## src/rtl/tile_board.sv

```systemverilog
// tile_board: 6x6 tile colour/hidden/selected store with wrapping cursor
// and two-tile selection FSM that applies matcher verdicts.
module tile_board #(
  parameter logic [107:0] TILE_INIT = 108'h0,
  parameter int           PAIRS     = 18
) (
  input  logic        clk,
  input  logic        rst,
  input  logic        mv_up,
  input  logic        mv_down,
  input  logic        mv_left,
  input  logic        mv_right,
  input  logic        sel_btn,
  input  logic        ms,
  input  logic        mf,
  input  logic [5:0]  addr,
  output logic        r,
  output logic        g,
  output logic        b,
  output logic [35:0] sel_bus,
  output logic [35:0] hidden_bus,
  output logic [5:0]  cursor,
  output logic [4:0]  pairs_left,
  output logic        busy,
  output logic        done
);

  typedef enum logic [1:0] {IDLE, ONE, TWO} state_t;

  state_t      state, state_n;
  logic [2:0]  row, col, row_n, col_n;
  logic [5:0]  a_q, b_q, a_n, b_n;
  logic [35:0] sel_q, sel_n, hid_q, hid_n;
  logic [4:0]  pl_q, pl_n;
  logic        ms_q, mf_q;
  logic        ms_rise, mf_rise, sel_ok, succ;
  logic [5:0]  cur;

  function automatic logic [2:0] colour(input logic [5:0] k);
    if (k > 6'd35) return 3'b000;
    return TILE_INIT[int'(k)*3 +: 3];
  endfunction

  assign {r, g, b} = colour(addr);

  assign cur = {1'b0, row, 2'b00} + {2'b00, row, 1'b0} + {3'b000, col};

  assign ms_rise = ms & ~ms_q;
  assign mf_rise = mf & ~mf_q;
  assign done    = (pl_q == 5'd0);
  assign sel_ok  = sel_btn & ~done & ~hid_q[cur];
  // simultaneous ms/mf counts as failure even if only ms just rose
  assign succ    = ms_rise & ~mf & (colour(a_q) == colour(b_q));

  always_comb begin
    row_n   = row;
    col_n   = col;
    state_n = state;
    a_n     = a_q;
    b_n     = b_q;
    sel_n   = sel_q;
    hid_n   = hid_q;
    pl_n    = pl_q;

    if (mv_up)
      row_n = (row == 3'd0) ? 3'd5 : row - 3'd1;
    else if (mv_down)
      row_n = (row == 3'd5) ? 3'd0 : row + 3'd1;
    else if (mv_left)
      col_n = (col == 3'd0) ? 3'd5 : col - 3'd1;
    else if (mv_right)
      col_n = (col == 3'd5) ? 3'd0 : col + 3'd1;

    unique case (state)
      IDLE: begin
        if (sel_ok) begin
          sel_n[cur] = 1'b1;
          a_n        = cur;
          state_n    = ONE;
        end
      end
      ONE: begin
        if (sel_ok) begin
          if (cur == a_q) begin
            sel_n[a_q] = 1'b0;
            state_n    = IDLE;
          end else begin
            sel_n[cur] = 1'b1;
            b_n        = cur;
            state_n    = TWO;
          end
        end
      end
      TWO: begin
        if (ms_rise || mf_rise) begin
          sel_n[a_q] = 1'b0;
          sel_n[b_q] = 1'b0;
          state_n    = IDLE;
          if (succ) begin
            hid_n[a_q] = 1'b1;
            hid_n[b_q] = 1'b1;
            if (pl_q != 5'd0) pl_n = pl_q - 5'd1;
          end
        end
      end
      default: state_n = IDLE;
    endcase
  end

  always_ff @(posedge clk or posedge rst) begin
    if (rst) begin
      state <= IDLE;
      row   <= 3'd0;
      col   <= 3'd0;
      a_q   <= 6'd0;
      b_q   <= 6'd0;
      sel_q <= 36'd0;
      hid_q <= 36'd0;
      pl_q  <= 5'(PAIRS);
      ms_q  <= 1'b0;
      mf_q  <= 1'b0;
    end else begin
      state <= state_n;
      row   <= row_n;
      col   <= col_n;
      a_q   <= a_n;
      b_q   <= b_n;
      sel_q <= sel_n;
      hid_q <= hid_n;
      pl_q  <= pl_n;
      ms_q  <= ms;
      mf_q  <= mf;
    end
  end

  // selected flags leave MSB-first: tile k on bit 35-k
  always_comb begin
    sel_bus = '0;
    for (int i = 0; i < 36; i++) sel_bus[35-i] = sel_q[i];
  end

  assign hidden_bus = hid_q;
  assign cursor     = cur;
  assign pairs_left = pl_q;
  assign busy       = (state == TWO);

endmodule

```

## config.mk

```make
export PLATFORM = sky130hd
export DESIGN_NAME = tile_board
export DESIGN_NICKNAME = d
export VERILOG_FILES = /design/src/rtl/tile_board.sv
export SDC_FILE = /design/constraint.sdc
export NUM_CORES = 1
export LEC_CHECK = 0
export BUFFER_PORTS_ARGS = -buffer_cell sky130_fd_sc_hd__buf_4
export CORE_MARGIN = 2
export CORE_UTILIZATION = 57
export CTS_CLUSTER_DIAMETER = 80
export DETAILED_ROUTE_END_ITERATION = 16
export GPL_TIMING_DRIVEN = 0
export PLACE_DENSITY = 0.81
export SYNTH_ARGS = -nofsm -noshare
export SYNTH_HDL_FRONTEND = slang
export SYNTH_SLANG_ARGS = --single-unit
```

## constraint.sdc

```tcl
create_clock -name clk -period 4.2 [get_ports clk]
set_clock_uncertainty 0.2 [all_clocks]
set_input_delay 0.21 -clock clk [delete_from_list [all_inputs] [get_ports clk]]
set_output_delay 0.21 -clock clk [all_outputs]
set_load 0.005 [all_outputs]
```

# Word-level counts from Yosys, hierarchy flattened
# Index checks and enable logic that the tools add are counted.
# classes
add_sub_neg	7
mul	3
n_lt_le_gt_ge	9
n_eq_ne	9
shifts	3
n_mux	35
bitwise	21
n_reduce_logical	19
# op_table
operator	count
$shiftx 108x9->3 const A	3
$mux 36	4
$or 36x36->36	3
$pmux 36 s3	1
$and 36x36->36	2
$not 36->36	2
$mux 3	14
$mul 6x2->8 const B	3
$lt 6x7->1 const B	3
$demux 1 s6	3
$ge 6x1->1 const B	3
$gt 6x6->1 const B	3
$reduce_and 3->1	4
$mux 2	4
$not 1->1	8
$reduce_and 4->1	2
$mux 1	7
$add 3x1->3 const B	2
$add 5x4->6	1
$add 6x3->6	1
$and 1x1->1	6
$bmux 1 s6	1
$eq 3x3->1 const B	2
$eq 6x6->1	1
other kinds (17)	23
# word_totals
register_bits	99
wordCells	116

# Depth between registers and ports, before layout
# Gate-level depths: netlist of run 1.
# depth
word_depth	10
ltp_mapped	16
depth_no_buf	12

# Worst setup path before layout of run 1
# Ideal clock, no wire load.
# synth_timing
kind	flip-flop to flip-flop
from	reg row[0]
to	reg a_q[4]
setup_ns	0.128
arrival_ns	3.551
required_ns	3.872
path_slack_ns	0.322
path_stages_with_launch	15
n_path_buf	2
synth_period_minus_slack_ns	3.878
cell_sequence	dfrtp_1 -> inv_1 -> fa_1 -> inv_1 -> ha_1 -> fa_1 -> clkbuf_1 -> inv_1 -> a2111oi_0 -> o22ai_1 -> o21ai_2 -> o221ai_1 -> or2_1 -> buf_2 -> mux2_1
# synth_between
elab_chain_cells	7
# synth_rtl
item	line	text
from (decl)	31	logic [2:0] row, col, row_n, col_n;
from (signal assigned)	124	row <= row_n;
$add 5x4->6	46	assign cur = {1'b0, row, 2'b00} + {2'b00, row, 1'b0} + {3'b000, col};
$add 6x3->6	46	
net cursor[3]	22	output logic [5:0] cursor,
$bmux 1 s6	51	assign sel_ok = sel_btn & ~done & ~hid_q[cur];
$mux 1 (implied by the code)	51	
$not 1->1	51	
$and 1x1->1	51	
$reduce_and 2->1 (no source line)	-	
to (signal assigned)	126	a_q <= a_n;
to (decl)	32	logic [5:0] a_q, b_q, a_n, b_n;
# The timed path passes the listed nets, and every way through them passes these cells. The select of a mux whose other input is x is not followed.
# A chain may end at the register's enable or synchronous reset.

# Final worst setup path of run 1
# layout_timing
from	reg row[1]
to	reg sel_q[35]
# layout_between
elab_chain_cells	10
# layout_rtl
item	line	text
$add 5x4->6 *	46	
$add 6x3->6 *	46	
$lt 6x7->1 (implied by the code) or $ge 6x1->1 (tied branches)	77, 88	
$logic_and 1x1->1 (implied by the code)	77, 88	
$mux 1 (implied by the code)	77, 88	
$demux 1 s6	77, 88	
$or 36x36->36 (no source line)	-	
$mux 36	84	if (cur == a_q) begin
$mux 36	83	if (sel_ok) begin
$pmux 36 s3	74	unique case (state)
to (signal assigned)	128	sel_q <= sel_n;
to (decl)	33	logic [35:0] sel_q, sel_n, hid_q, hid_n;
# Every way passes the cells marked *; elsewhere a longest branch is shown, timed or not. The select of a mux whose other input is x is not followed.

==> run metrics, run 1 <==
critical path arrival=between 4000 and 5000 ps; fin crit period=4106 ps; FF-to-FF End=sel_q[35]; crit path launch=row[1]; fraction of layout cells with a size suffix above 1=22.59%; CTS root buf=clkbuf_8; Ports=between 100 and 150; Worst Path Buf+Inv=5; die area=between 10000 and 15000 um^2; Unique masters post-synth=67; crit path max fanout=10; CTS tree=built; worst hold-check path type=in -> reg; diode count=0; hpwl dp=14700 um; total track usage=between 30% and 40%; syn avg cell area=9.063 um^2; final setup vio count=0; Placed Instances=roughly 890; register area share after synthesis=41.84%; Num CTS Buffers=9; Finished Layout Cells=between 900 and 1000; Synth Flop Type=dfrtp_1; CTS H-Tree Depth=3; CP delay by family, top=compound AO/OA/AOI/OAI gates; CTS Buffer Depth=2; synth warn=0; DRC Markers=0; commonest non-fill, non-tap cells in the layout=107 x buf_4, 96 x dfrtp_1, 91 x nand2_1; I/O Buffers=93; gr ovfl total=0; DRT Pass-1 Iters=5; FP Rows=37; die boundary height=roughly 110 um; Clock Latency Late Sink=380 ps; synthesized cell area=5927 um^2; Mapped Cells=about 650; status=finished, final reports clean; fin. max-slew vios=0; slowest stage delay, CP=530 ps; max-cap viol count=0; final hold viol count=0; DR iter-0 viols=463; Chip Width=approximately 110 um; capture point of the critical path=sel_q[35]; Placer Congestion=1.025; hold slack=159.4 ps; Startpoint Class=register; drt total wl=~19000 um; Crit. End Element=register; r2r setup slk=between 90 and 100 ps; worst path required time=4240 ps; register bit total from synthesis=99; period utilisation layout=97.76%; area grow syn2layout=23.43%; first-pass GRT wire length=30050 um; WS Path Type=reg -> reg; commonest non-fill, non-tap cell in the layout=buf_4; RR Startpoint=row[1]; final setup margin=94.23 ps; initial antenna violation count=0; CP max-delay cell=fa_1; Starting Density=57.93%; CP cell instances=inv_1 > fa_1 > inv_1 > ha_1 > buf_6 > mux2_2 > mux4_2 > o2bb2ai_4 > o31a_1 > o311ai_4 > buf_8 > buf_6 > o31ai_1 > o41ai_1; largest net degree at the start of global routing=60; wire per inst=20.69 um; core area=10230 um^2; clock sinks=99; Setup WS pre-CTS=-533.7 ps; final net count=about 800; fmax=0.2436 GHz; vias in the first global route=5515; Worst Tran Pin Value=1413 ps; number of flops mapped to enable cells by yosys=0; fraction of synthesis flops using an asynchronous set or reset pin=100.0%; vias per cell=6.174; WP depth=14; DR vias=between 5000 and 6000; clock-pin slew on the worst setup and hold paths=100 ps; fill count=782; Final ANT Viol Nets=0; Slew HR=5.564%; R2R depth=14
-- cell type report --
| class | instances | area [um^2] | share of cell area (%) |
|---|---|---|---|
| plain buffers | 49 | 285.3 | 3.899 |
| clock buffers | 11 | 151.4 | 2.069 |
| clock inverters | 4 | 97.59 | 1.334 |
| inverters | 27 | 107.6 | 1.471 |
| multi-input cells | 481 | 3164 | 43.25 |
| flip-flops and latches | 99 | 2481 | 33.91 |
| well taps | 136 | 170.2 | 2.326 |
| repair buffers | 108 | 858.3 | 11.73 |
-- tightest hold or removal path, delay by kind of cell --
family | cells | cell delay (ps)
AO/OA/AOI/OAI | 1 | 210
multiplexers | 1 | 190
buffers and inverters | 1 | 80
-- state kept, by name (all words and copies together) (netlist names), 2 cells and up --
| name | count |
|---|---|
| sel_q | 36 |
| pairs_left | 5 |
| state | 2 |
| b_q | 6 |
| hidden_bus | 36 |
| row | 3 |
| a_q | 6 |
| col | 3 |
-- cell usage after synthesis, drive strengths merged, types with 9 or more instances --
library cell / n / area (um^2)
dfrtp: 97 / 2427
nand2: 92 / 347.8
a21oi: 76 / 384.1
o21ai: 73 / 380.4
a21o: 41 / 307.8
o31ai: 34 / 260.3
inv: 27 / 101.4
clkbuf: 25 / 95.09
buf: 24 / 175.1
nor2: 19 / 78.82
ha: 14 / 175.2
nor3b: 13 / 97.59
mux2: 11 / 123.9
mux2i: 9 / 90.09
xnor2: 9 / 78.83
-- cells by family (layout without fill, tap and decap cells) --
kind of cell    after synthesis  count (layout)  share of synthesized area, %
compound gates              254             254                         27.49
xor+xnor                     10              10                         1.478
fa+ha+maj                    16              16                         3.631
buf+inv                      76             199                         6.270
flops                        99              99                         41.84
mux                          23              23                         4.750
other cells                   1               3                       0.06327
simple gates                175             175                         14.48
-- worst min-delay path by stage --
stage	from	endpoint	slack, ps	cells after the start
after detailed placement	rst	row[2]	90	2
after global routing	mv_right	col[0]	160	3
after global placement	ms	ms_q	130	1
after CTS	mv_right	col[0]	130	3
after floorplan	mf	mf_q	40	0
final	mv_right	col[0]	160	3
-- per-layer routing --
metal	wire [um]	up-vias	global-route usage (%)
met5	0	-	0
met4	530	0	14.29
met3	1422	44	5.212
met2	8947	281	55.99
met1	8033	2731	48.49
li1	-	2593	-
-- what timing repair did --
item	4_1_cts	5_1_grt
hold buffers	6	0
resized for setup	13	10
endpoints found under the setup margin	50	45
setup buffers	0	8
hold endpoints to repair	46	0
pin swaps	1	4
-- stage by stage --
step | util [%] | TNS [ps] | cell area (um^2)
after floorplan | - | 0 | 5934
after global placement | 66.49 | -13910 | 6803
after detailed placement | 66.78 | -16480 | 6833
after CTS | 70.44 | 0 | 7207
after global routing | 71.51 | -47.66 | 7316
final | 71.51 | 0 | 7316
Power of run 1 is left out: the tool's default activity adds up to more than one toggle a clock period on the data nets, which glitch-free logic cannot reach.
==> inputs of run 2 (changes only) <==
Settings changed: RECOVER_POWER from default to 25, SKIP_LAST_GASP from default to 1.
==> run metrics, run 2 (synthesis results as in run 1) <==
status=finished with violations; failing checks=capacitance limit, slew limit; wire per inst=20.78 um (+0.44%); hpwl dp=14700 um (unchanged); Worst Tran Pin Value=1869 ps (+455.9 ps); final net count=806 (unchanged); vias per cell=6.178 (about the same); DRT Pass-1 Iters=6 (+1); CP delay by family, top=compound AO/OA/AOI/OAI gates; largest net degree at the start of global routing=60 (unchanged); I/O Buffers=93 (unchanged); Placed Instances=886 (unchanged); core area=10230 um^2 (unchanged); hold path depth=3 (unchanged); worst hold-check path type=in -> reg; total track usage=35.13% (unchanged); DR vias=5653 (+0.071%); crit path max fanout=10 (unchanged); Startpoint Class=register; gr ovfl total=0 (unchanged); commonest non-fill, non-tap cell in the layout=dfrtp_1; CTS tree=built; CTS H-Tree Depth=3 (unchanged); WP depth=14 (unchanged); initial antenna violation count=0 (unchanged); DR top layer=met4; clock-pin slew on the worst setup and hold paths=100 ps (about the same); CTS Buffer Depth=2 (unchanged); Ports=103 (unchanged); final hold viol count=0 (unchanged); fill count=781 (-0.13%); DR iter-0 viols=426 (-8.0%); vias in the first global route=5515 (unchanged); routed wl met3=1315 um (-7.5%); diode count=0 (unchanged); Final ANT Viol Nets=0 (unchanged); CP cell instances=inv_1 > fa_1 > inv_1 > ha_1 > buf_6 > mux2_2 > mux4_2 > o2bb2ai_4 > o31a_1 > o311ai_4 > buf_8 > buf_6 > o31ai_1 > o41ai_1; fin crit period=4110 ps (+3.897 ps); final setup vio count=0 (unchanged); Chip Width=106.0 um (unchanged); Core Util, Final=71.46% (about the same); wl on met1=8195 um (+2.0%); DRC Markers=0 (unchanged); period utilisation layout=97.85% (about the same); Starting Density=57.93% (unchanged); FP Rows=37 (unchanged); CTS root buf=clkbuf_8; max-cap viol count=1 (+1); Crit. End Element=register; area grow syn2layout=23.35% (about the same); drt total wl=19020 um (+0.44%); first-pass GRT wire length=30050 um (unchanged); Post-DP Area=6833 um^2 (unchanged); Reg area=2481 um^2 (unchanged); CP max-delay cell=fa_1; Finished Layout Cells=915 (unchanged); clock sinks=99 (unchanged); worst path required time=4240 ps (about the same); die area=11230 um^2 (unchanged); Placer Congestion=1.025 (unchanged); WS Path Type=reg -> reg; slowest stage delay, CP=530 ps (about the same); fraction of layout cells with a size suffix above 1=22.46% (-0.13 points); Num CTS Buffers=9 (unchanged); Worst Path Buf+Inv=5 (unchanged); fin. max-slew vios=41 (+41); R2R depth=14 (unchanged); multi-input logic area=3164 um^2 (unchanged); Clock Latency Late Sink=380 ps (about the same); critical path arrival=4150 ps (about the same); die boundary height=106.0 um (unchanged); Slew HR=-25.31% (-31 points); post-layout instance area=7311 um^2 (about the same); fmax=0.2433 GHz (about the same); commonest non-fill, non-tap cells in the layout=96 x dfrtp_1, 91 x nand2_1, 76 x buf_4; met2 WL=8967 um (+0.22%)
==> run 2: cell types whose count changed in the layout (fill, tap and decap cells not counted), sizes merged <==
cell      before  now
buf          126   95
clkbuf        36   67
clkinvlp       2    3
inv           26   25
==> run 2: worst paths after layout <==
kind	start	end	slack (ps)
max	row[1]	sel_q[35]	90
min	mv_right	col[0]	160
max reg2reg	row[1]	sel_q[35]	90
min reg2reg	pairs_left[4]	pairs_left[4]	290
max in group asynchronous	rst	pairs_left[4]	2200
min in group asynchronous	rst	row[2]	650
==> run 2: worst reg2reg max path, delay by kind of cell, from the launching register on <==
family / cells / cell delay [ps]
AOI/OAI and AO/OA: 5 / 1010
DFF: 1 / 380
adders and majority gates: 2 / 870
muxes: 2 / 850
buffers and inverters: 5 / 670
==> run 2: per-stage QoR <==
| stage | worst slack [ps] | hold WS, ps | setup TNS, ps |
|---|---|---|---|
| floorplan | 321.9 | 41.43 | 0 |
| global placement | -460.2 | 130.6 | -13910 |
| detailed placement | -533.7 | 92.19 | -16480 |
| CTS | 21.33 | 128.6 | 0 |
| global route | -30.78 | 159.8 | -47.66 |
| finish | 90.34 | 160.3 | 0 |
==> run 2: what timing repair did <==
| item | 4_1_cts | 5_1_grt |
|---|---|---|
| setup buffers | 0 | 8 |
| gates resized for setup | 13 | 10 |
| hold endpoints to repair | 46 | 0 |
| endpoints found under the setup margin | 50 | 45 |
| pin swaps | 1 | 4 |
| hold buffers | 6 | 0 |
==> run 2: area by class of cell <==
type | instances | share of cell area, %
multi-input combinational | 481 | 43.28
sequential | 99 | 33.94
timing repair buffer | 108 | 11.69
buffer | 49 | 3.902
tap | 136 | 2.328
clock buffer | 11 | 2.071
inverter | 27 | 1.455
clock inverter | 4 | 1.335
==> run 2: metal layers <==
layer | global-route usage (%) | vias up
met4 | 14.29 | 0
met5 | 0 | -
met3 | 5.212 | 41
li1 | - | 2597
met1 | 48.49 | 2743
met2 | 55.99 | 272
Power of run 2 is left out for the same reason.
==> inputs of run 3 (changes only) <==
Settings changed: SETUP_SLACK_MARGIN from default to 0.2.
==> run metrics, run 3 (synthesis results as in run 1) <==
status=finished with violations; failing checks=capacitance limit, slew limit; slowest stage delay, CP=550 ps (+20 ps); commonest non-fill, non-tap cells in the layout=97 x dfrtp_1, 91 x nand2_1, 81 x buf_4; Slew HR=-24.96% (+0.36 points); Core Util, Final=73.94% (+2.5 points); Placer Congestion=1.025 (unchanged); met2 Use GR=56.22% (+0.23 points); Worst Path Buf+Inv=5 (unchanged); initial antenna violation count=0 (unchanged); CP max-delay cell=fa_1; crit path max fanout=10 (unchanged); CP delay by family, top=compound AO/OA/AOI/OAI gates; hpwl dp=14700 um (unchanged); crit path launch=col[2]; clock sinks=99 (unchanged); WS Path Type=reg -> reg; Final ANT Viol Nets=0 (unchanged); DR vias=5793 (+2.5%); die boundary height=106.0 um (unchanged); I/O Buffers=93 (unchanged); final net count=814 (+0.99%); fin. max-slew vios=41 (unchanged); fill count=736 (-5.8%); vias per cell=6.276 (+1.6%); CTS H-Tree Depth=3 (unchanged); DRC Markers=0 (unchanged); hold slack=205.8 ps (+45.52 ps); fraction of layout cells with a size suffix above 1=25.79% (+3.3 points); clock-pin slew on the worst setup and hold paths=100 ps (about the same); worst path required time=4260 ps (+20 ps); Starting Density=57.93% (unchanged); period utilisation layout=96.51% (-1.3 points); DR iter-0 viols=494 (+16%); Startpoint Class=register; wire per inst=21.59 um (+3.9%); max-cap viol count=1 (unchanged); total track usage=35.24% (+0.11 points); area grow syn2layout=27.63%; vias in the first global route=5523 (+0.15%); CP cell instances=inv_2 > fa_1 > inv_2 > ha_4 > buf_6 > mux2_2 > mux4_2 > o2bb2ai_4 > o31a_1 > o311ai_4 > buf_8 > buf_6 > o31ai_1 > o21ai_1; gr ovfl total=0 (unchanged); drt total wl=19930 um (+4.8%); Ports=103 (unchanged); diode count=0 (unchanged); largest net degree at the start of global routing=60 (unchanged); worst hold-check path type=in -> reg; first-pass GRT wire length=30150 um (+0.32%); RSZ-0062 raised after global routing=true; Crit. End Element=register; critical path arrival=4110 ps (-40 ps); die area=11230 um^2 (unchanged); met1 Usage GRT=48.42% (-0.061 points); grt peak-use layer=met2; hold path startpoint=sel_btn; RR Startpoint=col[2]; CTS root buf=clkbuf_8; Chip Width=106.0 um (unchanged); fmax=0.2467 GHz (+1.4%); Worst Tran Pin Value=1864 ps (-5.340 ps); final setup vio count=0 (unchanged); core area=10230 um^2 (unchanged); commonest non-fill, non-tap cell in the layout=dfrtp_1; Clock Latency Late Sink=380 ps (about the same); CTS Buffer Depth=2 (unchanged); Num CTS Buffers=9 (unchanged); fin crit period=4054 ps (-56.07 ps); FP Rows=37 (unchanged); met3 Resource Use GR=5.273% (+0.061 points); CTS tree=built; final hold viol count=0 (unchanged); DRT Pass-1 Iters=5 (-1)
==> run 3: changes by cell type in the layout (fill, tap and decap cells not counted), moves of 2 or more <==
cell	delta
o31ai_2	+5
inv_2	+4
buf_4	+5
inv_1	-4
buf_2	+2
o31ai_4	+6
o31ai_1	-11
o41ai_2	+3
o41ai_1	-3
==> run 3: repair_timing <==
item	4_1_cts	5_1_grt
hold buffers	6	0
endpoints found under the hold margin	46	0
resized for setup	19	37
pin swaps	4	12
gates cloned	0	3
endpoints found under the setup margin	50	45
setup buffers	4	9
==> run 3: worst paths after layout <==
kind | slack, ps | end | cells past startpoint
min in group asynchronous | 640 | row[2] | 3
worst max-delay path | 150 | sel_q[13] | 14
worst min register to register | 290 | pairs_left[4] | 2
worst max register to register | 150 | sel_q[13] | 14
worst min-delay path | 210 | b_q[4] | 5
max in group asynchronous | 2200 | pairs_left[4] | 4
==> run 3: final cells by class <==
cell class,count,area (um^2),share of cell area [%]
buffer,49,294.0,3.887
inverter,27,106.4,1.406
tap,136,170.2,2.249
clock inverter,4,97.59,1.290
multi-input combinational,481,3339,44.14
clock buffer,11,151.4,2.001
sequential,99,2480,32.78
timing repair buffer,116,925.9,12.24
==> run 3: tightest hold or removal path, cell delays in order <==
cell and delay [ps]:
buf_4 120, o211a_1 170, o221ai_4 110, o21ai_0 80, o21ai_0 70
==> run 3: stage by stage <==
stage	setup slack (ps)	cells	cell area (um^2)	TNS (ps)
after global routing	54.92	923	7565	0
after floorplan	321.9	656	5934	0
after CTS	200.7	911	7257	0
after detailed placement	-533.7	886	6833	-16480
after global placement	-460.2	885	6803	-13910
final	146.4	923	7565	0
==> run 3: routing by layer <==
metal  vias to the layer above  wire, um
li1                       2612         -
met5                         -         0
met3                        45      1567
met2                       317      9525
met4                         0       590
met1                      2819      8242
Power of run 3 is left out for the same reason.
